### config.mk
export PLATFORM = sky130hd
export DESIGN_NAME = key_debounce
export DESIGN_NICKNAME = d
export VERILOG_FILES = /design/src/rtl/key_debounce.sv
export SDC_FILE = /design/constraint.sdc
export NUM_CORES = 1
export LEC_CHECK = 0
export BUFFER_PORTS_ARGS = -buffer_cell sky130_fd_sc_hd__buf_2
export CORE_MARGIN = 4
export CORE_UTILIZATION = 45
export DETAILED_ROUTE_END_ITERATION = 12
export SLEW_MARGIN = 15
export SYNTH_ARGS = -nofsm -noshare
export SYNTH_HDL_FRONTEND = slang
export SYNTH_SLANG_ARGS = --single-unit
### constraint.sdc
create_clock -name clk -period 5.92 [get_ports clk]
set_input_delay 0.592 -clock clk [delete_from_list [all_inputs] [get_ports clk]]
set_output_delay 0.592 -clock clk [all_outputs]
set_load 0.05 [all_outputs]
### src/rtl/key_debounce.sv
// key_debounce: multi-channel push-button conditioner for the front panel.
// Each key is optionally inverted, synchronised into clk, debounced with its
// own stable-time counter, and turned into a clean level plus one-cycle
// press / release / long-press pulses.
// Optional build macro: KEY_REPEAT_EN adds per-key auto-repeat of key_press
// every REPEAT cycles after key_long while the key stays held.
module key_debounce #(
  parameter int N_KEYS     = 4,
  parameter int DELAY      = 5000,
  parameter int LONG       = 40000000,
  parameter int REPEAT     = 8000000,
  parameter int ACTIVE_LOW = 0
) (
  input  logic              clk,
  input  logic              rst_n,
  input  logic [N_KEYS-1:0] key_in,
  output logic [N_KEYS-1:0] key_level,
  output logic [N_KEYS-1:0] key_press,
  output logic [N_KEYS-1:0] key_release,
  output logic [N_KEYS-1:0] key_long
);

  localparam int DW = $clog2(DELAY + 1);
  localparam int HW = $clog2(LONG + 1);

  logic [N_KEYS-1:0] raw;
  logic [N_KEYS-1:0] sync1_q, sync_q;
  logic [N_KEYS-1:0] level_q, press_q, release_q, long_q;
  logic [N_KEYS-1:0] level_d, press_d, release_d, long_d;
  logic [N_KEYS-1:0] accept;
  logic [DW-1:0]     dcnt_q [N_KEYS];
  logic [DW-1:0]     dcnt_d [N_KEYS];
  logic [HW-1:0]     hcnt_q [N_KEYS];
  logic [HW-1:0]     hcnt_d [N_KEYS];

`ifdef KEY_REPEAT_EN
  localparam int RW = $clog2(REPEAT + 1);
  logic [RW-1:0]     rcnt_q [N_KEYS];
  logic [RW-1:0]     rcnt_d [N_KEYS];
`endif

  // Normalise polarity so that 1 always means pressed from here on.
  assign raw = (ACTIVE_LOW != 0) ? ~key_in : key_in;

  assign key_level   = level_q;
  assign key_press   = press_q;
  assign key_release = release_q;
  assign key_long    = long_q;

  // Per-key next state: debounce filter, hold timer and optional repeat timer.
  always_comb begin
    for (int i = 0; i < N_KEYS; i++) begin
      accept[i]    = (sync_q[i] != level_q[i]) && (dcnt_q[i] == DW'(DELAY - 1));
      level_d[i]   = level_q[i];
      press_d[i]   = 1'b0;
      release_d[i] = 1'b0;
      long_d[i]    = 1'b0;
      dcnt_d[i]    = '0;
      hcnt_d[i]    = hcnt_q[i];

      // Any sample equal to the current level restarts the stable count.
      if (sync_q[i] == level_q[i]) begin
        dcnt_d[i] = '0;
      end else if (accept[i]) begin
        level_d[i]   = sync_q[i];
        press_d[i]   = sync_q[i];
        release_d[i] = ~sync_q[i];
        dcnt_d[i]    = '0;
      end else begin
        dcnt_d[i] = dcnt_q[i] + DW'(1);
      end

      // Clearing on any accepted change makes a release that lands on the
      // LONG edge win over key_long.
      if (!level_q[i] || accept[i]) begin
        hcnt_d[i] = '0;
      end else if (hcnt_q[i] != HW'(LONG)) begin
        hcnt_d[i] = hcnt_q[i] + HW'(1);
        long_d[i] = (hcnt_q[i] == HW'(LONG - 1));
      end

`ifdef KEY_REPEAT_EN
      // Repeat timer only runs once the hold timer has saturated.
      rcnt_d[i] = '0;
      if (level_q[i] && !accept[i] && (hcnt_q[i] == HW'(LONG))) begin
        if (rcnt_q[i] == RW'(REPEAT - 1)) begin
          press_d[i] = 1'b1;
          rcnt_d[i]  = '0;
        end else begin
          rcnt_d[i] = rcnt_q[i] + RW'(1);
        end
      end
`endif
    end
  end

  // State and output registers; reset returns every key to not-pressed.
  always_ff @(posedge clk or negedge rst_n) begin
    if (!rst_n) begin
      sync1_q   <= '0;
      sync_q    <= '0;
      level_q   <= '0;
      press_q   <= '0;
      release_q <= '0;
      long_q    <= '0;
      for (int i = 0; i < N_KEYS; i++) begin
        dcnt_q[i] <= '0;
        hcnt_q[i] <= '0;
`ifdef KEY_REPEAT_EN
        rcnt_q[i] <= '0;
`endif
      end
    end else begin
      sync1_q   <= raw;
      sync_q    <= sync1_q;
      level_q   <= level_d;
      press_q   <= press_d;
      release_q <= release_d;
      long_q    <= long_d;
      for (int i = 0; i < N_KEYS; i++) begin
        dcnt_q[i] <= dcnt_d[i];
        hcnt_q[i] <= hcnt_d[i];
`ifdef KEY_REPEAT_EN
        rcnt_q[i] <= rcnt_d[i];
`endif
      end
    end
  end

endmodule
Word level (Yosys, flattened, before mapping)
Index checks and enable logic that the tools add are counted.
{ "word_totals": {"output_inout_bits": 16, "wordCells": 113, "inputBits": 6, "register_bits": 180} }
{ "classes": {"mux": 40, "n_bitwise": 8, "add_sub_neg": 8, "n_eq_ne": 20, "reduce_logical": 20} }
{ "ops": {"columns": ["op", "n"], "rows": [
  ["26-bit 2-to-1 mux", 8],
  ["26-bit by 1-bit adder with 26-bit output, second input constant", 4],
  ["26-bit == test, second input constant", 4],
  ["13-bit 2-to-1 mux", 8],
  ["26-bit inequality test, second input constant", 4],
  ["13-bit by 1-bit adder with 13-bit output, second input constant", 4],
  ["13-bit == test, second input constant", 4],
  ["1-bit 2-to-1 mux", 24],
  ["1-bit NOT", 8],
  ["2-bit AND reduction", 4],
  ["2-bit nonzero test", 4],
  ["1-bit == test", 4],
  ["1-bit logical AND", 4],
  ["1-bit logical NOT", 4],
  ["1-bit logical OR", 4],
  ["1-bit inequality test", 4]
]} }

Longest topological paths before layout
Gate-level depths: netlist of the first run.
{ "depth": {"word_depth": 4, "depth_mapped": 7, "depth_no_buf": 6} }

Worst setup path before layout of the first run
OpenSTA, ideal clock, no wires.
{ "synth_timing": {"kind": "register -> register", "start": "register dcnt_q[44] (netlist name)", "end": "register hcnt_q[102] (netlist name)", "path_stages_with_launch": 7, "synth_period_minus_slack_ps": 2085, "path_buffers": 2, "path_slack_ps": 3835, "setup_ps": 130, "required_ps": 5790, "t_arrival_ps": 1955, "cell_sequence": "dfrtp_1 -> or4b_1 -> or4_1 -> buf_6 -> o21ai_4 -> buf_6 -> a21oi_1"} }
{ "synth_between": {"elab_chain_cells": 4, "elab_cells_between_ends": 5, "cone_classes": "eq/ne: 1; mux: 1; reduce/logical: 3"} }
{ "synth_lines": {"columns": ["item", "line", "rtl"], "rows": [
  ["from (decl)", "31", "logic [DW-1:0] dcnt_q [N_KEYS];"],
  ["from (signal, indexed assignment)", "121", "dcnt_q[i] <= dcnt_d[i];"],
  ["13-bit == test *", "53", "accept[i] = (sync_q[i] != level_q[i]) && (dcnt_q[i] == DW'(DELAY - 1));"],
  ["1-bit logical AND *", "53", null],
  ["1-bit logical OR *", "75", "if (!level_q[i] || accept[i]) begin"],
  ["26-bit 2-to-1 mux or 2-bit nonzero test (tied branches)", null, null],
  ["to (signal, indexed assignment)", "122", "hcnt_q[i] <= hcnt_d[i];"],
  ["to (decl)", "33", "logic [HW-1:0] hcnt_q [N_KEYS];"]
]} }
Mark *: on every way between the ends. The rest lies on a longest branch, timed or not.
A chain may end at the register's enable or synchronous reset.

Worst setup path in the final report of the first run
{ "layout_timing": {"start": "register dcnt_q[44] (netlist name)", "end": "register hcnt_q[78] (netlist name)"} }
The elaborated chain is that of the path after synthesis.

==> results of run 1 <==
[logic make-up (layout without fill, tap and decap cells)]
| kind of cell | after synthesis | after routing | share of synthesized area [%] |
|---|---|---|---|
| XOR/XNOR | 94 | 94 | 8.88 |
| buffers and inverters | 73 | 86 | 3.58 |
| adder cells (fa/ha/maj) | 16 | 16 | 2.16 |
| AO/OA/AOI/OAI | 123 | 123 | 8.48 |
| AND/OR/NAND/NOR | 454 | 454 | 27.2 |
| flip-flops | 180 | 180 | 48.6 |
| multiplexers | 10 | 10 | 1.13 |
[worst reg2reg max path, cell delays in order (launching register included)]
cell and delay [ps]:
dfrtp_1 410, or4b_1 520, or4_1 690, o21ai_4 630, nor3_1 140
[layout make-up]
cell class | count | area [sq um]
tap | 270 | 338
clock buffer | 22 | 484
clock inverter | 8 | 124
inverter | 31 | 116
multi-input combinational | 697 | 4430
timing repair buffer | 25 | 164
sequential | 180 | 4500
fill | 1845 | 10100
[placed cells by master (no fill, tap or decap), types with 3 or more instances in the layout]
| cell | n |
|---|---|
| or4_1 | 35 |
| nor4_1 | 26 |
| mux2_2 | 4 |
| clkbuf_8 | 5 |
| nand2_1 | 53 |
| buf_4 | 3 |
| nor3b_1 | 9 |
| nand3_1 | 51 |
| a21oi_1 | 50 |
| and4_1 | 21 |
| clkbuf_16 | 17 |
| nand4_1 | 52 |
| and2_1 | 10 |
| dfrtp_1 | 180 |
| and3_1 | 13 |
| xor2_1 | 45 |
| or4b_1 | 3 |
| o31ai_1 | 23 |
| nor3_1 | 24 |
| bufinv_16 | 3 |
| or3_1 | 17 |
| inv_1 | 31 |
| mux2i_1 | 6 |
| or4b_2 | 3 |
| nand4b_1 | 3 |
| ha_1 | 16 |
| nor2_1 | 112 |
| o211ai_1 | 11 |
| xnor2_1 | 49 |
| nor4b_1 | 5 |
| buf_2 | 20 |
| a31o_2 | 3 |
| or2_2 | 3 |
| o21ai_0 | 25 |
[power groups by stage]
stage | clock, mW | combinational [mW] | sequential [mW]
after detailed placement | 0 | 0.0471 | 1.27
after floorplan | 0 | 0.0186 | 1.27
after global placement | 0 | 0.0473 | 1.27
after CTS | 1.21 | 0.0476 | 1.25
final | 1.17 | 0.0467 | 1.25
after global routing | 1.26 | 0.0564 | 1.25
[synthesized netlist by cell type, drive strengths merged (3+ instances only)]
master,instances
a21oi,50
a31o,3
and2,10
and3,13
and4,21
buf,16
clkbuf,26
dfrtp,180
ha,16
inv,31
mux2,4
mux2i,6
nand2,53
nand3,52
nand4,52
nand4b,3
nor2,113
nor3,24
nor3b,9
nor4,26
nor4b,5
o211ai,11
o21ai,29
o31ai,23
or2,3
or3,17
or4,36
or4b,6
xnor2,49
xor2,45
[path summary, 6_finish.rpt]
kind / from / end / slack, ps / depth (start not counted)
max: dcnt_q[44] / hcnt_q[78] / 3380 / 4
min: rst_n / dcnt_q[22] / 130 / 1
max reg2reg: dcnt_q[44] / hcnt_q[78] / 3380 / 4
min reg2reg: sync1_q[3] / sync_q[3] / 350 / 0
max in group asynchronous: rst_n / key_press[0] / 4770 / 2
min in group clk: key_in[0] / sync1_q[0] / 270 / 1
[layer usage]
layer | vias up | global-route usage (%)
met1 | 3379 | 24.0
met3 | 16 | 3.60
li1 | 3454 | -
met5 | - | 0
met4 | 0 | 4.63
met2 | 82 | 26.3
[metrics by stage]
| stage | util (%) | power [mW] | instances | worst slack [ps] | hold slack, ps |
|---|---|---|---|---|---|
| after floorplan | - | 1.29 | 950 | 3840 | 296 |
| after global placement | 47.1 | 1.32 | 1202 | 3390 | 333 |
| after detailed placement | 47.1 | 1.32 | 1202 | 3330 | 336 |
| after CTS | 50.1 | 2.50 | 1232 | 3330 | 247 |
| after global routing | 50.2 | 2.57 | 1233 | 3200 | 166 |
| final | 50.2 | 2.47 | 1233 | 3380 | 130 |
[state kept, by name, summed over array words and instances (netlist names)]
signal       flops
hcnt_q         104
dcnt_q          52
key_level        4
key_long         4
key_press        4
key_release      4
sync1_q          4
sync_q           4
==> metrics.txt, run 1 <==
CTS resizes=0; DR top layer=met4; vias in the first global route=6595; fraction of registers with async set/reset=100%; Seq/Total Area, Yosys=48.6%; Post-synth EDFFs=0; Worst Max-Slew Pin Slew=714 ps; Vert. Die Dim=152 um; clock-pin slew on the worst setup and hold paths=70 ps; status=finished clean; RePlAce Congestion=0.788; share of the synthesized area in the top cell type=48.6%; Worst Path Required=6200 ps; layout cells sized above 1=7.79%; routed wl met3=482 um; ANT nets after route=0; synthesis-stage register bit count=180; Nets=974; Core Area=20200 sq um; clock period minus worst slack=2540 ps; Final Cell Area=10200 sq um; Logic pwr share=1.9%; max-slew violation count=0; fmax=394 MHz; maximum vdd drop=0.178 mV; CP Max Fanout=26; Final Hold Vio Count=0; per-cell routed wire length=14.5 um; Finish-stage setup viols=0; WL final=17.9 mm; # IOs=22; worst hold path type=input pin to async pin; Slowest-stage cell, CP=or4_1; sw frac=20.8%; Placed Area=9530 sq um; Sequential Power Share=50.6%; Syn-to-layout area delta=9.65%; Die W=152 um; syn nets=972; detailed-route DRC error count=0; Yosys top cell by area=dfrtp_1; clock share of power=47.5%; crit path kind=flop to flop; first-pass GRT wire length=31.7 mm; top post-synthesis cells by area=dfrtp_1, xnor2_1, nor2_1; Fin Setup TNS=0 ps; Post-CTS Setup Inserts=0; post-route clock period utilization=42.9%; Psw=0.515 mW; Gate Count Post-Synth=950; relative slew slack=52.2%; CTS Hold Bufs=0; Internal Power=1.96 mW; average size of a mapped cell=9.75 sq um; max-cap check violation count=0; predominant post-synthesis flop cell=dfrtp_1; M1 wire length=8.97 mm; Clk Latency, worst-skew pair=430 ps; total track usage=16.8%; Clock Path Buffers=2; Unique masters post-synth=54; via count=6931; Worst setup SP type=flop; CP top delay family=simple AND/OR/NAND/NOR gates; vias per cell=5.62; power density over cell area=243 nW/um^2; Critical Path End Type=flop; antenna violations before repair=0; setup repair after global routing missed its margin=no; GRT overflow=0; post-synthesis cell area=9270 sq um; ANT cells=0; largest net degree at the start of global routing=133; H-tree levels=4; Worst Skew=7.69 ps; Site Rows=52; post-DP HPWL=11.6 mm; critical path's largest stage delay=690 ps; critical path buffer and inverter count=0; Leak=3.86 nW; Pre-Repair DR Iteration Count=4; crit path cell chain=or4b_1 > or4_1 > o21ai_4 > nor3_1; Inserted Clock Buffers=17; I/O Buffers=21; Root Driver=clkbuf_16; 1st-iter DRT viols=325; TritonCTS clock tree=built; full die area=23000 sq um; CTS sink cnt=180; CP Data Arrival Time=2820 ps; met2 wire length=8.24 mm; Yosys warning count=0; Initial Util=45.8%
(Power assumes the default switching activity.)
==> run 2: changes to the inputs <==
--- a/config.mk
+++ b/config.mk
@@ -5,6 +5,7 @@
 export SDC_FILE = /design/constraint.sdc
 export NUM_CORES = 1
 export LEC_CHECK = 0
+export ABC_AREA = 1
 export BUFFER_PORTS_ARGS = -buffer_cell sky130_fd_sc_hd__buf_2
 export CORE_MARGIN = 4
 export CORE_UTILIZATION = 45
==> constraint.sdc (replaced) <==
create_clock -name clk -period 2.2 [get_ports clk]
set_input_delay 0.22 -clock clk [delete_from_list [all_inputs] [get_ports clk]]
set_output_delay 0.22 -clock clk [all_outputs]
set_load 0.05 [all_outputs]
==> run 2 against run 1 <==
  * Synthesized cell count up 65%
  * Sequential share of layout area shrank 5.5 points
  * Clock power increased to 2.7 times the previous value
  * Cell count up 55%
  * Register-to-register slack got worse by 2900 ps
  * First-iteration DRC count rose by 46%
  * Final area grew 14%
  * Die area increased by 12%
  * Sequential cell count is the same
  * Via count increased by 31%
  * Total power grew to 2.7 times the previous value
==> metrics.txt, run 2 <==
Inserted Clock Buffers=17 (unchanged); Post-synth top cells=nand2_1, nor2_1, inv_1 (was dfrtp_1, nor2_1, nand2_1); Finish-stage setup viols=0 (unchanged); Psw=1.43 mW (was 0.515 mW); sw frac=21.4% (was 20.8%); most common cell after layout, fill and taps aside=nand2_1 (was dfrtp_1); placed insts=1870 (was 1202); post-route clock period utilization=79.8% (was 42.9%); crit path cell chain=ha_1 > nand2_1 > inv_1 > nand2_1 > nor2_1 > nand3_1 > nand2_2 > buf_4 > nor3_1 (was or4b_1 > or4_1 > o21ai_4 > nor3_1); Critical Path End Type=flop (unchanged); clock-pin slew on the worst setup and hold paths=70 ps (about the same); share of the synthesized area in the top cell type=43.1% (was 48.6%); max-slew violation count=0 (unchanged); Slowest-stage cell, CP=dfrtp_1 (was or4_1); ANT cells=0 (unchanged); Fillers=2306 (was 1845); ANT nets after route=0 (unchanged); post-DP HPWL=16.9 mm (was 11.6 mm); Final Cell Area=11600 sq um (was 10200 sq um); TritonCTS clock tree=built (unchanged); synthesis-stage register bit count=180 (unchanged); Gate Count Post-Synth=1567 (was 950); layer with the highest usage=met2 (unchanged); Root Driver=clkbuf_16 (unchanged); layout cells sized above 1=4.62% (was 7.79%); critical path's largest stage delay=400 ps (was 690 ps); full die area=25700 sq um (was 23000 sq um); WL final=22.5 mm (was 17.9 mm); most used cell, CP=nand2_1; Leak=5.02 nW (was 3.86 nW); biggest regs=hcnt_q x104, dcnt_q x52 (unchanged); Crit. path cell count=9 (was 4); status=finished clean (unchanged); syn nets=1589 (was 972); antenna violations before repair=0 (unchanged); Worst Skew=13.2 ps (was 7.69 ps); most frequent cells in the layout=nand2_1, nor2_1, inv_1, dfrtp_1, nand3_1 (was dfrtp_1, nor2_1, nand2_1, nand4_1, nand3_1); top post-synthesis cells by area=dfrtp_1, nand2_1, nor2_1 (was dfrtp_1, xnor2_1, nor2_1); CP Data Arrival Time=2100 ps (was 2820 ps); Unique masters post-synth=27 (was 54); H-tree levels=4 (unchanged); via count=9046 (was 6931); predominant post-synthesis flop cell=dfrtp_1 (unchanged); max-cap check violation count=0 (unchanged); vias per cell=4.74 (was 5.62); Top reg by flops=hcnt_q (unchanged); non-filler instance count after layout=1907 (was 1233); Internal Power=5.26 mW (was 1.96 mW); Initial Util=46.0% (was 45.8%); Site Rows=55 (was 52); Clock Path Buffers=2 (unchanged); setup repair after global routing missed its margin=no (unchanged); Post-CTS Setup Inserts=0 (unchanged); Clk Latency, worst-skew pair=430 ps (about the same); Logic pwr share=2.2% (was 1.9%); CP Max Fanout=18 (was 26); GR Util met2=30.1% (was 26.3%); Worst Max-Slew Pin Slew=476 ps (was 714 ps); worst hold path type=input pin to async pin (unchanged); 1st-iter DRT viols=475 (was 325); relative slew slack=68.3% (was 52.2%); CTS sink cnt=180 (unchanged); met1 Resource Use GR=26.1% (was 24.0%); Final Hold Vio Count=0 (unchanged); Yosys top cell by area=dfrtp_1 (unchanged); Seq/Total Area, Yosys=43.1% (was 48.6%); RePlAce Congestion=0.883 (was 0.788); clock period minus worst slack=1760 ps (was 2540 ps); power density over cell area=577 nW/um^2 (was 243 nW/um^2); Nets=1631 (was 974); Fin Setup TNS=0 ps (unchanged); Core Area=22700 sq um (was 20200 sq um); I/O Buffers=21 (unchanged); # IOs=22 (unchanged); average size of a mapped cell=6.67 sq um (was 9.75 sq um); Post-synth EDFFs=0 (unchanged); vias in the first global route=8743 (was 6595); maximum vdd drop=0.402 mV (was 0.178 mV); GRT overflow=0 (unchanged); largest net degree at the start of global routing=58 (was 133); Vert. Die Dim=160 um (was 152 um); grt met3 use=3.36% (was 3.60%); Yosys warning count=0 (unchanged); Die W=160 um (was 152 um); CP top delay family=simple AND/OR/NAND/NOR gates (unchanged); most common cell in the synthesized netlist=nand2_1 (was dfrtp_1); first-pass GRT wire length=40.3 mm (was 31.7 mm); Syn-to-layout area delta=11.0% (was 9.65%); Sequential Power Share=50.1% (was 50.6%); Pre-Repair DR Iteration Count=5 (was 4); Placed Area=10900 sq um (was 9530 sq um); critical path buffer and inverter count=2 (was 0); fmax=570 MHz (was 394 MHz); detailed-route DRC error count=0 (unchanged); clock share of power=47.7% (was 47.5%); Register-to-Register Path Depth=9 (was 4); Worst setup SP type=flop (unchanged); per-cell routed wire length=11.8 um (was 14.5 um); fraction of registers with async set/reset=100% (unchanged); post-synthesis cell area=10400 sq um (was 9270 sq um); crit path kind=flop to flop (unchanged); number of flip-flops in the largest register=104 (unchanged); total track usage=18.5% (was 16.8%); Worst Path Required=2540 ps (was 6200 ps)
run 2: cells by family after synthesis:
logic type,share of synthesized area (%)
and+or+nand+nor,42.2
buffers and inverters,7.77
DFF,43.1
xor gates and xnor gates,3.52
AOI/OAI and AO/OA,1.51
adders and majority gates,1.92
run 2: final cells by class:
class | count | area [sq um] | area share [%]
flip-flops and latches | 180 | 4500 | 38.8
clock inverters | 11 | 150 | 1.29
well taps | 285 | 357 | 3.07
clock buffers | 21 | 470 | 4.06
inverters | 199 | 747 | 6.44
repair buffers | 33 | 241 | 2.08
multi-input cells | 1178 | 5130 | 44.2
run 2: path summary, 6_finish.rpt:
path | startpoint | endpoint | slack (ps)
setup reg to reg | dcnt_q[39] | hcnt_q[93] | 440
min in group clk | sync1_q[2] | sync_q[2] | 350
hold reg to reg | sync1_q[2] | sync_q[2] | 350
hold / removal | rst_n | hcnt_q[84] | 330
setup / recovery | dcnt_q[39] | hcnt_q[93] | 440
max in group asynchronous | rst_n | dcnt_q[14] | 1200
run 2: metal layers:
layer  wire (um)  vias to the layer above
li1            -                     4864
met1       11100                     4069
met2       10400                       93
met3         644                       20
met4         270                        0
met5           0                        -
run 2: power groups by stage:
stage                     clock network [mW]  registers, mW  logic (mW)
final                                   3.19           3.35       0.146
after global routing                    3.44           3.35       0.177
after floorplan                            0           3.41      0.0489
after detailed placement                   0           3.42       0.148
after CTS                               3.30           3.35       0.156
after global placement                     0           3.42       0.148
run 2: what timing repair did:
item                      4_1_cts  5_1_grt
hold endpoints to repair       57        0
hold buffers                    5        0
resized for setup               0        0
run 2: metrics by stage:
step	power, mW	hold WS (ps)	util, %	setup slack, ps
after floorplan	3.46	-75.6	-	556
after global placement	3.56	227	48.1	501
after detailed placement	3.56	229	48.1	460
after CTS	6.81	327	51.1	435
after global routing	6.97	359	51.1	255
final	6.69	327	51.1	445
